<file path="src/rtl/qa_driver_csr_types_pkg.sv">
// Shared types for the QA driver CSR / SREG path.
// Provides the sreg address/value types, the 512-bit response line layout
// written into host DSM, the response status enum, the data pattern reported
// when the client never answers, and a helper that forms the DSM line index.
package qa_driver_csr_types;

   typedef logic [31:0] t_sreg_addr;
   typedef logic [63:0] t_sreg;

   // Host CSR that triggers an sreg read request.
   localparam logic [15:0] CSR_AFU_SREG_READ = 16'h1a10;

   // Value reported in word 0 when the client does not respond in time.
   localparam t_sreg SREG_TIMEOUT_DATA = 64'hDEAD_DEAD_DEAD_DEAD;

   typedef enum logic {
      SREG_RSP_OK      = 1'b0,
      SREG_RSP_TIMEOUT = 1'b1
   } t_sreg_rsp_status;

   // Response line, word 7 in the MSBs down to word 0 in the LSBs.
   // Word 7 is the flag the host polls; it occupies the most significant
   // word so it lands last when the line is written out.
   typedef struct packed {
      logic [63:0]      valid_flag;   // word 7
      logic [3:0][63:0] rsvd;         // words 6..3
      logic [30:0]      rsvd_status;  // word 2 [63:33]
      logic             timeout;      // word 2 [32]
      logic [31:0]      seq;          // word 2 [31:0]
      logic [31:0]      rsvd_addr;    // word 1 [63:32]
      t_sreg_addr       addr;         // word 1 [31:0]
      t_sreg            data;         // word 0
   } t_sreg_rsp_line;

   // Cache-line index of the response line: byte base >> 6 plus line offset.
   function automatic logic [57:0] sreg_line_index(input logic [63:0] base,
                                                   input int unsigned offset);
      return base[63:6] + 58'(offset);
   endfunction

endpackage

</file>
<file path="src/rtl/qa_driver_sreg_req_fifo.sv">
// Small synchronous FIFO of pending sreg read addresses.
// Ports:
//   clk, reset_n     clock, asynchronous active-low reset
//   push, push_data  write one entry (caller guarantees !full or pop)
//   pop              drop the head entry (caller guarantees !empty)
//   head             current head entry (show-ahead)
//   full, empty      occupancy flags
// A push while full is legal when pop is asserted in the same cycle: the
// head is read combinationally before the slot is overwritten at the edge.
module qa_driver_sreg_req_fifo
   import qa_driver_csr_types::*;
#(
   parameter int DEPTH = 4
) (
   input  logic       clk,
   input  logic       reset_n,
   input  logic       push,
   input  t_sreg_addr push_data,
   input  logic       pop,
   output t_sreg_addr head,
   output logic       full,
   output logic       empty
);

   localparam int AW = $clog2(DEPTH);

   t_sreg_addr  mem [DEPTH];
   logic [AW:0] wr_ptr_reg;
   logic [AW:0] rd_ptr_reg;

   always_ff @(posedge clk) begin
      if (push) begin
         mem[wr_ptr_reg[AW-1:0]] <= push_data;
      end
   end

   always_ff @(posedge clk or negedge reset_n) begin
      if (!reset_n) begin
         wr_ptr_reg <= '0;
         rd_ptr_reg <= '0;
      end else begin
         if (push) begin
            wr_ptr_reg <= wr_ptr_reg + 1'b1;
         end
         if (pop) begin
            rd_ptr_reg <= rd_ptr_reg + 1'b1;
         end
      end
   end

   assign head  = mem[rd_ptr_reg[AW-1:0]];
   assign empty = (wr_ptr_reg == rd_ptr_reg);
   // Extra pointer bit distinguishes full from empty when indices match.
   assign full  = (wr_ptr_reg[AW] != rd_ptr_reg[AW]) &&
                  (wr_ptr_reg[AW-1:0] == rd_ptr_reg[AW-1:0]);

endmodule

</file>
<file path="src/rtl/qa_driver_sreg_rsp_writer.sv">
// SREG debug-read responder.
// Queues host sreg read requests, fetches each value from the FPGA client,
// and writes one response cache line into host DSM per request.
// Ports:
//   clk, reset_n                      clock, asynchronous active-low reset
//   dsm_base_valid, dsm_base          DSM base byte address and its valid flag
//   sreg_req_en, sreg_req_addr        request pulse from CSR decode
//   req_dropped                       pulse, one cycle after a lost request
//   client_req_valid/addr/ready       request handshake to the client
//   client_rsp_valid/data             client response pulse
//   wr_valid/addr/data                c1 write request (one cycle per line)
//   wr_almost_full                    c1 back-pressure
//   wr_ack                            c1 write completion pulse
//   busy                              transaction in flight or requests queued
module qa_driver_sreg_rsp_writer
   import qa_driver_csr_types::*;
#(
   parameter int REQ_FIFO_DEPTH     = 4,
   parameter int RSP_TIMEOUT_CYCLES = 1024,
   parameter int SREG_LINE_OFFSET   = 1,
   parameter int LINE_ADDR_BITS     = 42
) (
   input  logic                      clk,
   input  logic                      reset_n,
   input  logic                      dsm_base_valid,
   input  logic [63:0]               dsm_base,
   input  logic                      sreg_req_en,
   input  logic [31:0]               sreg_req_addr,
   output logic                      req_dropped,
   output logic                      client_req_valid,
   output logic [31:0]               client_req_addr,
   input  logic                      client_req_ready,
   input  logic                      client_rsp_valid,
   input  logic [63:0]               client_rsp_data,
   output logic                      wr_valid,
   output logic [LINE_ADDR_BITS-1:0] wr_addr,
   output logic [511:0]              wr_data,
   input  logic                      wr_almost_full,
   input  logic                      wr_ack,
   output logic                      busy
);

   localparam int TIMER_W = (RSP_TIMEOUT_CYCLES > 1) ? $clog2(RSP_TIMEOUT_CYCLES) : 1;

   typedef enum logic [2:0] {
      IDLE,
      CREQ,
      WAIT_RSP,
      WRITE,
      WAIT_ACK
   } t_state;

   t_state                    state_reg;
   t_state                    state_next;
   t_sreg_addr                addr_q_reg;
   t_sreg                     data_reg;
   t_sreg_rsp_status          status_reg;
   logic [31:0]               seq_reg;
   logic [TIMER_W-1:0]        timer_reg;
   logic [LINE_ADDR_BITS-1:0] line_addr_reg;
   logic                      req_dropped_reg;

   logic                      fifo_push;
   logic                      fifo_pop;
   logic                      fifo_full;
   logic                      fifo_empty;
   t_sreg_addr                fifo_head;
   logic                      timer_expired;
   logic [LINE_ADDR_BITS-1:0] line_index;
   t_sreg_rsp_line            rsp_line;
   logic                      unused_base_bits;

   // ---------------------------------------------------------------- enqueue
   // A pop in the same cycle frees a slot, so a full queue still accepts.
   assign fifo_push = sreg_req_en && dsm_base_valid && (!fifo_full || fifo_pop);

   qa_driver_sreg_req_fifo #(
      .DEPTH (REQ_FIFO_DEPTH)
   ) u_req_fifo (
      .clk       (clk),
      .reset_n   (reset_n),
      .push      (fifo_push),
      .push_data (sreg_req_addr),
      .pop       (fifo_pop),
      .head      (fifo_head),
      .full      (fifo_full),
      .empty     (fifo_empty)
   );

   always_ff @(posedge clk or negedge reset_n) begin
      if (!reset_n) begin
         req_dropped_reg <= 1'b0;
      end else begin
         req_dropped_reg <= sreg_req_en && !fifo_push;
      end
   end

   assign req_dropped = req_dropped_reg;

   // ---------------------------------------------------------------- FSM
   assign timer_expired = (timer_reg == TIMER_W'(RSP_TIMEOUT_CYCLES - 1));

   always_ff @(posedge clk or negedge reset_n) begin
      if (!reset_n) begin
         state_reg <= IDLE;
      end else begin
         state_reg <= state_next;
      end
   end

   always_comb begin
      state_next       = state_reg;
      fifo_pop         = 1'b0;
      client_req_valid = 1'b0;
      wr_valid         = 1'b0;
      unique case (state_reg)
         IDLE: begin
            if (!fifo_empty) begin
               fifo_pop   = 1'b1;
               state_next = CREQ;
            end
         end
         CREQ: begin
            client_req_valid = 1'b1;
            if (client_req_ready) begin
               state_next = WAIT_RSP;
            end
         end
         WAIT_RSP: begin
            if (client_rsp_valid || timer_expired) begin
               state_next = WRITE;
            end
         end
         WRITE: begin
            if (!wr_almost_full) begin
               wr_valid   = 1'b1;
               state_next = WAIT_ACK;
            end
         end
         WAIT_ACK: begin
            if (wr_ack) begin
               state_next = IDLE;
            end
         end
         default: begin
            state_next = IDLE;
         end
      endcase
   end

   // ---------------------------------------------------------------- datapath
   // Line address is latched at dequeue so a later dsm_base change cannot
   // redirect a line already in flight.
   assign line_index       = LINE_ADDR_BITS'(sreg_line_index(dsm_base, SREG_LINE_OFFSET));
   assign unused_base_bits = ^dsm_base[5:0];

   always_ff @(posedge clk or negedge reset_n) begin
      if (!reset_n) begin
         addr_q_reg    <= '0;
         data_reg      <= '0;
         status_reg    <= SREG_RSP_OK;
         seq_reg       <= '0;
         timer_reg     <= '0;
         line_addr_reg <= '0;
      end else begin
         unique case (state_reg)
            IDLE: begin
               if (!fifo_empty) begin
                  addr_q_reg    <= fifo_head;
                  line_addr_reg <= line_index;
               end
            end
            CREQ: begin
               if (client_req_ready) begin
                  timer_reg <= '0;
               end
            end
            WAIT_RSP: begin
               // A response in the expiry cycle wins over the timeout.
               if (client_rsp_valid) begin
                  data_reg   <= client_rsp_data;
                  status_reg <= SREG_RSP_OK;
               end else if (timer_expired) begin
                  data_reg   <= SREG_TIMEOUT_DATA;
                  status_reg <= SREG_RSP_TIMEOUT;
               end else begin
                  timer_reg <= timer_reg + 1'b1;
               end
            end
            WAIT_ACK: begin
               if (wr_ack) begin
                  seq_reg <= seq_reg + 32'd1;
               end
            end
            default: begin
            end
         endcase
      end
   end

   always_comb begin
      rsp_line            = '0;
      rsp_line.valid_flag = 64'h1;
      rsp_line.timeout    = (status_reg == SREG_RSP_TIMEOUT);
      rsp_line.seq        = seq_reg;
      rsp_line.addr       = addr_q_reg;
      rsp_line.data       = data_reg;
   end

   // Payload and address are only driven while the write is presented.
   assign wr_data         = wr_valid ? rsp_line : '0;
   assign wr_addr         = wr_valid ? line_addr_reg : '0;
   assign client_req_addr = client_req_valid ? addr_q_reg : '0;
   assign busy            = (state_reg != IDLE) || !fifo_empty;

endmodule
</file>
<file path="config.mk">
export PLATFORM = sky130hd
export DESIGN_NAME = qa_driver_sreg_rsp_writer
export DESIGN_NICKNAME = d
export VERILOG_FILES = /design/src/rtl/qa_driver_csr_types_pkg.sv /design/src/rtl/qa_driver_sreg_req_fifo.sv /design/src/rtl/qa_driver_sreg_rsp_writer.sv
export SDC_FILE = /design/constraint.sdc
export NUM_CORES = 1
export LEC_CHECK = 0
export CELL_PAD_IN_SITES_DETAIL_PLACEMENT = 1
export CELL_PAD_IN_SITES_GLOBAL_PLACEMENT = 1
export CORE_AREA = 4 4 295 297
export DETAILED_ROUTE_END_ITERATION = 16
export DIE_AREA = 0 0 299 301
export GPL_ROUTABILITY_DRIVEN = 1
export GPL_TIMING_DRIVEN = 0
export PLACE_DENSITY_LB_ADDON = 0.12
export SETUP_SLACK_MARGIN = 0.1
export SKIP_LAST_GASP = 1
export SYNTH_ARGS = -nofsm -noshare
export SYNTH_HDL_FRONTEND = slang
export SYNTH_SLANG_ARGS = --single-unit
</file>
<file path="constraint.sdc">
create_clock -name clk -period 7.2 [get_ports clk]
set_input_delay 1.44 -clock clk [delete_from_list [all_inputs] [get_ports clk]]
set_output_delay 1.44 -clock clk [all_outputs]
set_load 0.03 [all_outputs]
</file>
== After elaboration in Yosys (flattened, before gate mapping) ==
Memory sizes are Yosys's and may differ from the RTL's. A register that Yosys moved wholly into a read port is not among the register bits.
Index checks and enable logic that the tools add are counted.
Widths: inputs -> output; s select.

* Add/sub/neg operators: 5
* Eq/ne operators: 15
* Mux-type cells: 24
* Bitwise gates (word level): 1
* Reduce and logical (&&, ||, !) cells: 20

{| class="wikitable"
|+ Operator list
! kind !! number
|-
| $mux 449 || 1
|-
| $mux 64 || 2
|-
| $add 42x1->42 const B || 1
|-
| $mux 42 || 1
|-
| $add 32x1->32 const B || 1
|-
| $mux 32 || 1
|-
| $mux 10 || 3
|-
| $pmux 10 s2 || 1
|-
| $mux 3 || 5
|-
| $pmux 3 s5 || 1
|-
| $ne 2x2->1 const B || 7
|-
| $add 10x1->10 const B || 1
|-
| $eq 10x10->1 const B || 1
|-
| $mux 1 || 9
|-
| $add 3x1->3 const B || 2
|-
| $eq 3x2->1 const B || 2
|-
| $reduce_and 2->1 || 3
|-
| $reduce_and 5->1 || 1
|-
| $logic_and 1x1->1 || 4
|-
| $logic_not 1->1 || 4
|-
| $reduce_and 4->1 || 1
|-
| $reduce_bool 2->1 || 2
|-
| $eq 3x1->1 const B || 1
|-
| $eq 3x3->1 || 1
|-
| 7 further kinds || 9
|}

* Register bits after elaboration: 159
* RAM bits: 128
* Input port bits: 168
* Output and inout bits: 590
* Logic and storage cells: 75
* Memories kept: 1

{| class="wikitable"
|+ Memory list
! name !! words !! bits a word !! read ports !! clocked after memory_dff !! write ports !! RTL line !! source
|-
| u_req_fifo.mem || 4 || 32 || 1 || 1 || 1 || qa_driver_sreg_req_fifo.sv:27 || <nowiki>t_sreg_addr mem [DEPTH];</nowiki>
|}

== Logic depth before layout (Yosys ltp) ==
* Depth in word-level cells: 7
* Gate-level depth with buffers: 8
* Mapped depth without buffers: 6

== Hierarchy ==
From an unflattened synthesis, not the netlist that was laid out.

* Cells, all modules: 1569
* Area, all modules: 17235.3 um^2

{| class="wikitable"
|+ By module, submodules not included
! module !! instances !! cells an instance !! area an instance (um^2) !! sequential area each (um^2)
|-
| qa_driver_sreg_rsp_writer || 1 || 1371 || 12221.7 || 4629.4
|-
| qa_driver_sreg_req_fifo || 1 || 198 || 5013.6 || 3993.8
|}

== Worst setup path after synthesis ==
OpenSTA, ideal clock, no wires.

* Path kind: input to output
* Start: in wr_almost_full
* End: out wr_addr[33]
* Arrival: 2.755 ns
* Data required time: 5.760 ns
* Slack: 3.005 ns
* Stages on the path: 4
* Buffers on the path: 1
* Path through: nand2b_1 -> nor2_1 -> clkbuf_1 -> and2_1

* Cells in the longest elaborated chain, start to end: 3

{| class="wikitable"
|+ Ends and longest elaborated chain
! item !! RTL line !! source
|-
| from (decl) || qa_driver_sreg_rsp_writer.sv:38 || <nowiki>input logic wr_almost_full,</nowiki>
|-
| $mux 1 || qa_driver_sreg_rsp_writer.sv:135 || <nowiki>if (!wr_almost_full) begin</nowiki>
|-
| $mux 1 || qa_driver_sreg_rsp_writer.sv:116 || <nowiki>unique case (state_reg)</nowiki>
|-
| named net wr_valid || qa_driver_sreg_rsp_writer.sv:35 || <nowiki>output logic wr_valid,</nowiki>
|-
| $mux 42 || qa_driver_sreg_rsp_writer.sv:212 || <nowiki>assign wr_addr = wr_valid ? line_addr_reg : '0;</nowiki>
|-
| to (decl) || qa_driver_sreg_rsp_writer.sv:36 || <nowiki>output logic [LINE_ADDR_BITS-1:0] wr_addr,</nowiki>
|}

The timed path passes the listed nets, and every way through them passes these cells.

== Worst setup path in the final report ==
* Start: in wr_almost_full
* End: out wr_data[95]

* Cells in the longest elaborated chain, start to end: 3

{| class="wikitable"
|+ Ends and longest elaborated chain
! item !! RTL line !! source
|-
| $mux 1 || qa_driver_sreg_rsp_writer.sv:135 ||
|-
| $mux 1 || qa_driver_sreg_rsp_writer.sv:116 ||
|-
| $mux 449 || qa_driver_sreg_rsp_writer.sv:211 || <nowiki>assign wr_data = wr_valid ? rsp_line : '0;</nowiki>
|-
| to (decl) || qa_driver_sreg_rsp_writer.sv:37 || <nowiki>output logic [511:0] wr_data,</nowiki>
|}

No other way between the ends.

==> run_results.csv <==
group,metric,value,unit
die,design.core.area,0.0846,mm^2
power,leakage,10.8,nW
route,dr.pass1.iters,4,
yosys,yosysUniqueCellTypes,51,
global_route,grt_usage,13.5,%
clocking,h-tree-depth,2,
sta,min_period,6.49,ns
sta,setup_viol,0,
global_route,overflow,0,
placed_design,dp_hpwl,49400,um
power,power.share.clock,24.3,%
die,io_pins,758,
yosys,synthTopCellsByCount,"384 x buf_4, 208 x and2_1, 191 x dfrtp_1",
die,die_area,0.0900,mm^2
final_layout,largest_register_ffs,128,
sta,relSlewSlack,36.3,%
sta,drv_slew,0,
yosys,synth_edf_count,128,
critical_path,crit_path_end_kind,"output pin",
global_route,antenna_found_initial,17,
clocking,clk_pin_slew,0.05,ns
clocking,clock_path_buffers,3,
power,power_frac_seq,33.9,%
yosys,synth_top_area_cell,"dfrtp_1",
route,vias,12400,
worst_hold_path,hp-class,"flop to flop",
power,total_power,7.95,mW
clocking,cts_tree,"built",
clocking,root_buffer,"clkbuf_16",
yosys,synthCells,1498,
route,drc_errors,0,
yosys,async_flop_share,59.9,%
yosys,yosys.area.top_type_share,27.8,%
yosys,yosys_warnings,0,
yosys,ys_seq_area_share,50.1,%
critical_path,crit_type,"input pin to output pin",
power,sw_frac_of_total,38.5,%
final_layout,drive_gt1_share,24.0,%
sta,fin_hold_ws,0.466,ns
die,die_h,301,um
final_layout,fillers,9668,
clocking,post_cts_resized,1,
sta,worst_pin_slew,0.947,ns
route,viasPerCell,3.59,
yosys,synth_area,0.0172,mm^2
power,switchingPower,3.06,mW
sta,post-route-period-util,90.2,%
clocking,hold_buffers,0,
global_route,grt_pass1_vias,13200,
job,cap_violations,0,
critical_path,crit_fanout,10,
yosys,yosys_register_bits,319,
yosys,ys.flop_type,"dfrtp_1",
placed_design,place_congestion,0.758,
final_layout,nets,2457,
die,rows,107,
yosys,synthTopCellsByArea,"dfrtp_1 28%, edfxtp_1 22%, buf_4 17%, and2_1 7.6%, mux4_2 4.2%",
global_route,grt_pass1_wl,91100,um
power,pwr-share-comb,41.7,%
die,start_util,20.3,%
power,p_int,4.88,mW
clocking,insertion_delay,0.57,ns
power,p_per_area,317,mW/mm^2
final_layout,area_growth,45.5,%
sta,hold_violations,0,
route,wl_per_cell,18.2,um
global_route,grt_max_degree,103,
sta,rsz0062_at_grt,"no",
die,fp.dieW,299,um
critical_path,worst_setup_path_start_kind,"input pin",
route,wl,62900,um
sta,fmax,0.154,GHz
yosys,avgSynthCellArea,11.5,um^2
route,ant_nets,0,
sta,finClkSkew,0.0147,ns
critical_path,crit_arrival,5.05,ns
clocking,cts_made_buffers,41,
status,outcome,"finished clean",
power,vdd_drop_max,141,uV
yosys,yosysMostFrequentCell,"buf_4",
clocking,postCtsSetupBuffers,0,
route,drtIter0Drc,480,
clocking,clock_sinks,319,
placed_design,portBuffers,353,
critical_path,required,5.76,ns
-- per-layer routing --
layer | vias to the layer above | track usage, % | share of wire (%) | routed length [um]
met5 | - | 0 | 0.23 | 147
met4 | 20 | 2.75 | 1.6 | 1010
met3 | 74 | 5.65 | 9.5 | 5980
met2 | 374 | 24.3 | 52 | 32600
met1 | 6032 | 14.8 | 37 | 23100
li1 | 5923 | - | - | -
-- power groups by stage --
stage	Clock [mW]	Sequential [mW]	Combinational, mW
floorplan	0	2.62	2.23
global route	2.11	2.77	3.64
detailed placement	0	2.74	3.40
global placement	0	2.73	3.34
CTS	2.04	2.71	3.42
finish	1.93	2.70	3.32
-- per-stage QoR --
| stage | instances | cell area (um^2) | setup slack [ns] | util (%) | TNS (ns) |
|---|---|---|---|---|---|
| after floorplan | 1879 | 18600 | 3.00 | - | 0 |
| after global placement | 3376 | 23600 | -5.17 | 27.9 | -982.23 |
| after detailed placement | 3382 | 23800 | 0.000615 | 28.1 | 0 |
| after CTS | 3454 | 25000 | 0.344 | 29.6 | 0 |
| after global routing | 3455 | 25000 | 0.269 | 29.6 | 0 |
| final | 3458 | 25000 | 0.706 | 29.6 | 0 |
-- cells by family after synthesis --
logic type	count (synthesis)	synth area share [%]
AOI/OAI and AO/OA	119	5.05
xor gates and xnor gates	85	4.33
adders and majority gates	8	0.582
buffers and inverters	458	18.6
DFF	319	50.1
muxes	69	6.60
other	1	0.0218
and+or+nand+nor	439	14.7
-- final timing paths --
path / slack [ns] / end / cells past startpoint / from
setup / recovery: 0.71 / wr_data[95] / 7 / wr_almost_full
hold / removal: 0.47 / seq_reg[31]$_DFFE_PN0P_ / 1 / seq_reg[31]$_DFFE_PN0P_
setup reg to reg: 4.41 / data_reg[57]$_DFFE_PN0P_ / 6 / state_reg[2]$_DFFE_PN0P_
hold reg to reg: 0.47 / seq_reg[31]$_DFFE_PN0P_ / 1 / seq_reg[31]$_DFFE_PN0P_
max in group asynchronous: 5.76 / data_reg[25]$_DFFE_PN0P_ / 2 / reset_n
min in group asynchronous: 0.66 / line_addr_reg[29]$_DFFE_PN0P_ / 1 / reset_n
-- final cells by class --
cell class	instances	area (um^2)	area share, %
repair buffers	359	3690	14.7
diodes	4	10.0	0.0400
plain buffers	446	3160	12.6
flip-flops and latches	319	8620	34.4
multi-input cells	1102	6820	27.2
clock buffers	50	1070	4.27
well taps	1144	1430	5.72
inverters	12	45.0	0.180
clock inverters	22	188	0.750
-- layout by cell type, fill, tap and decap left out, types with 32 or more instances in the layout --
cell	netlist	final
xor2_1	36	36
mux2_2	36	36
clkbuf_1	45	53
clkdlybuf4s50_1	0	352
nand2_1	35	35
clkbuf_16	0	41
buf_4	384	384
conb_1	1	382
xnor2_1	49	49
nor2_1	69	68
nand3_1	35	35
mux4_2	32	32
dfrtp_1	191	191
edfxtp_1	128	128
o22a_1	44	44
and2_1	208	204
a21oi_1	41	41
-- critical path, stage by stage --
cell and delay [ns]:
clkdlybuf4s50_1 0.43, nand2b_1 0.25, nor2_2 0.56, clkbuf_1 0.73, clkbuf_1 0.63, and2_1 0.22
clkdlybuf4s50_1 0.76
No activity file was read; power rests on OpenSTA's default activity.
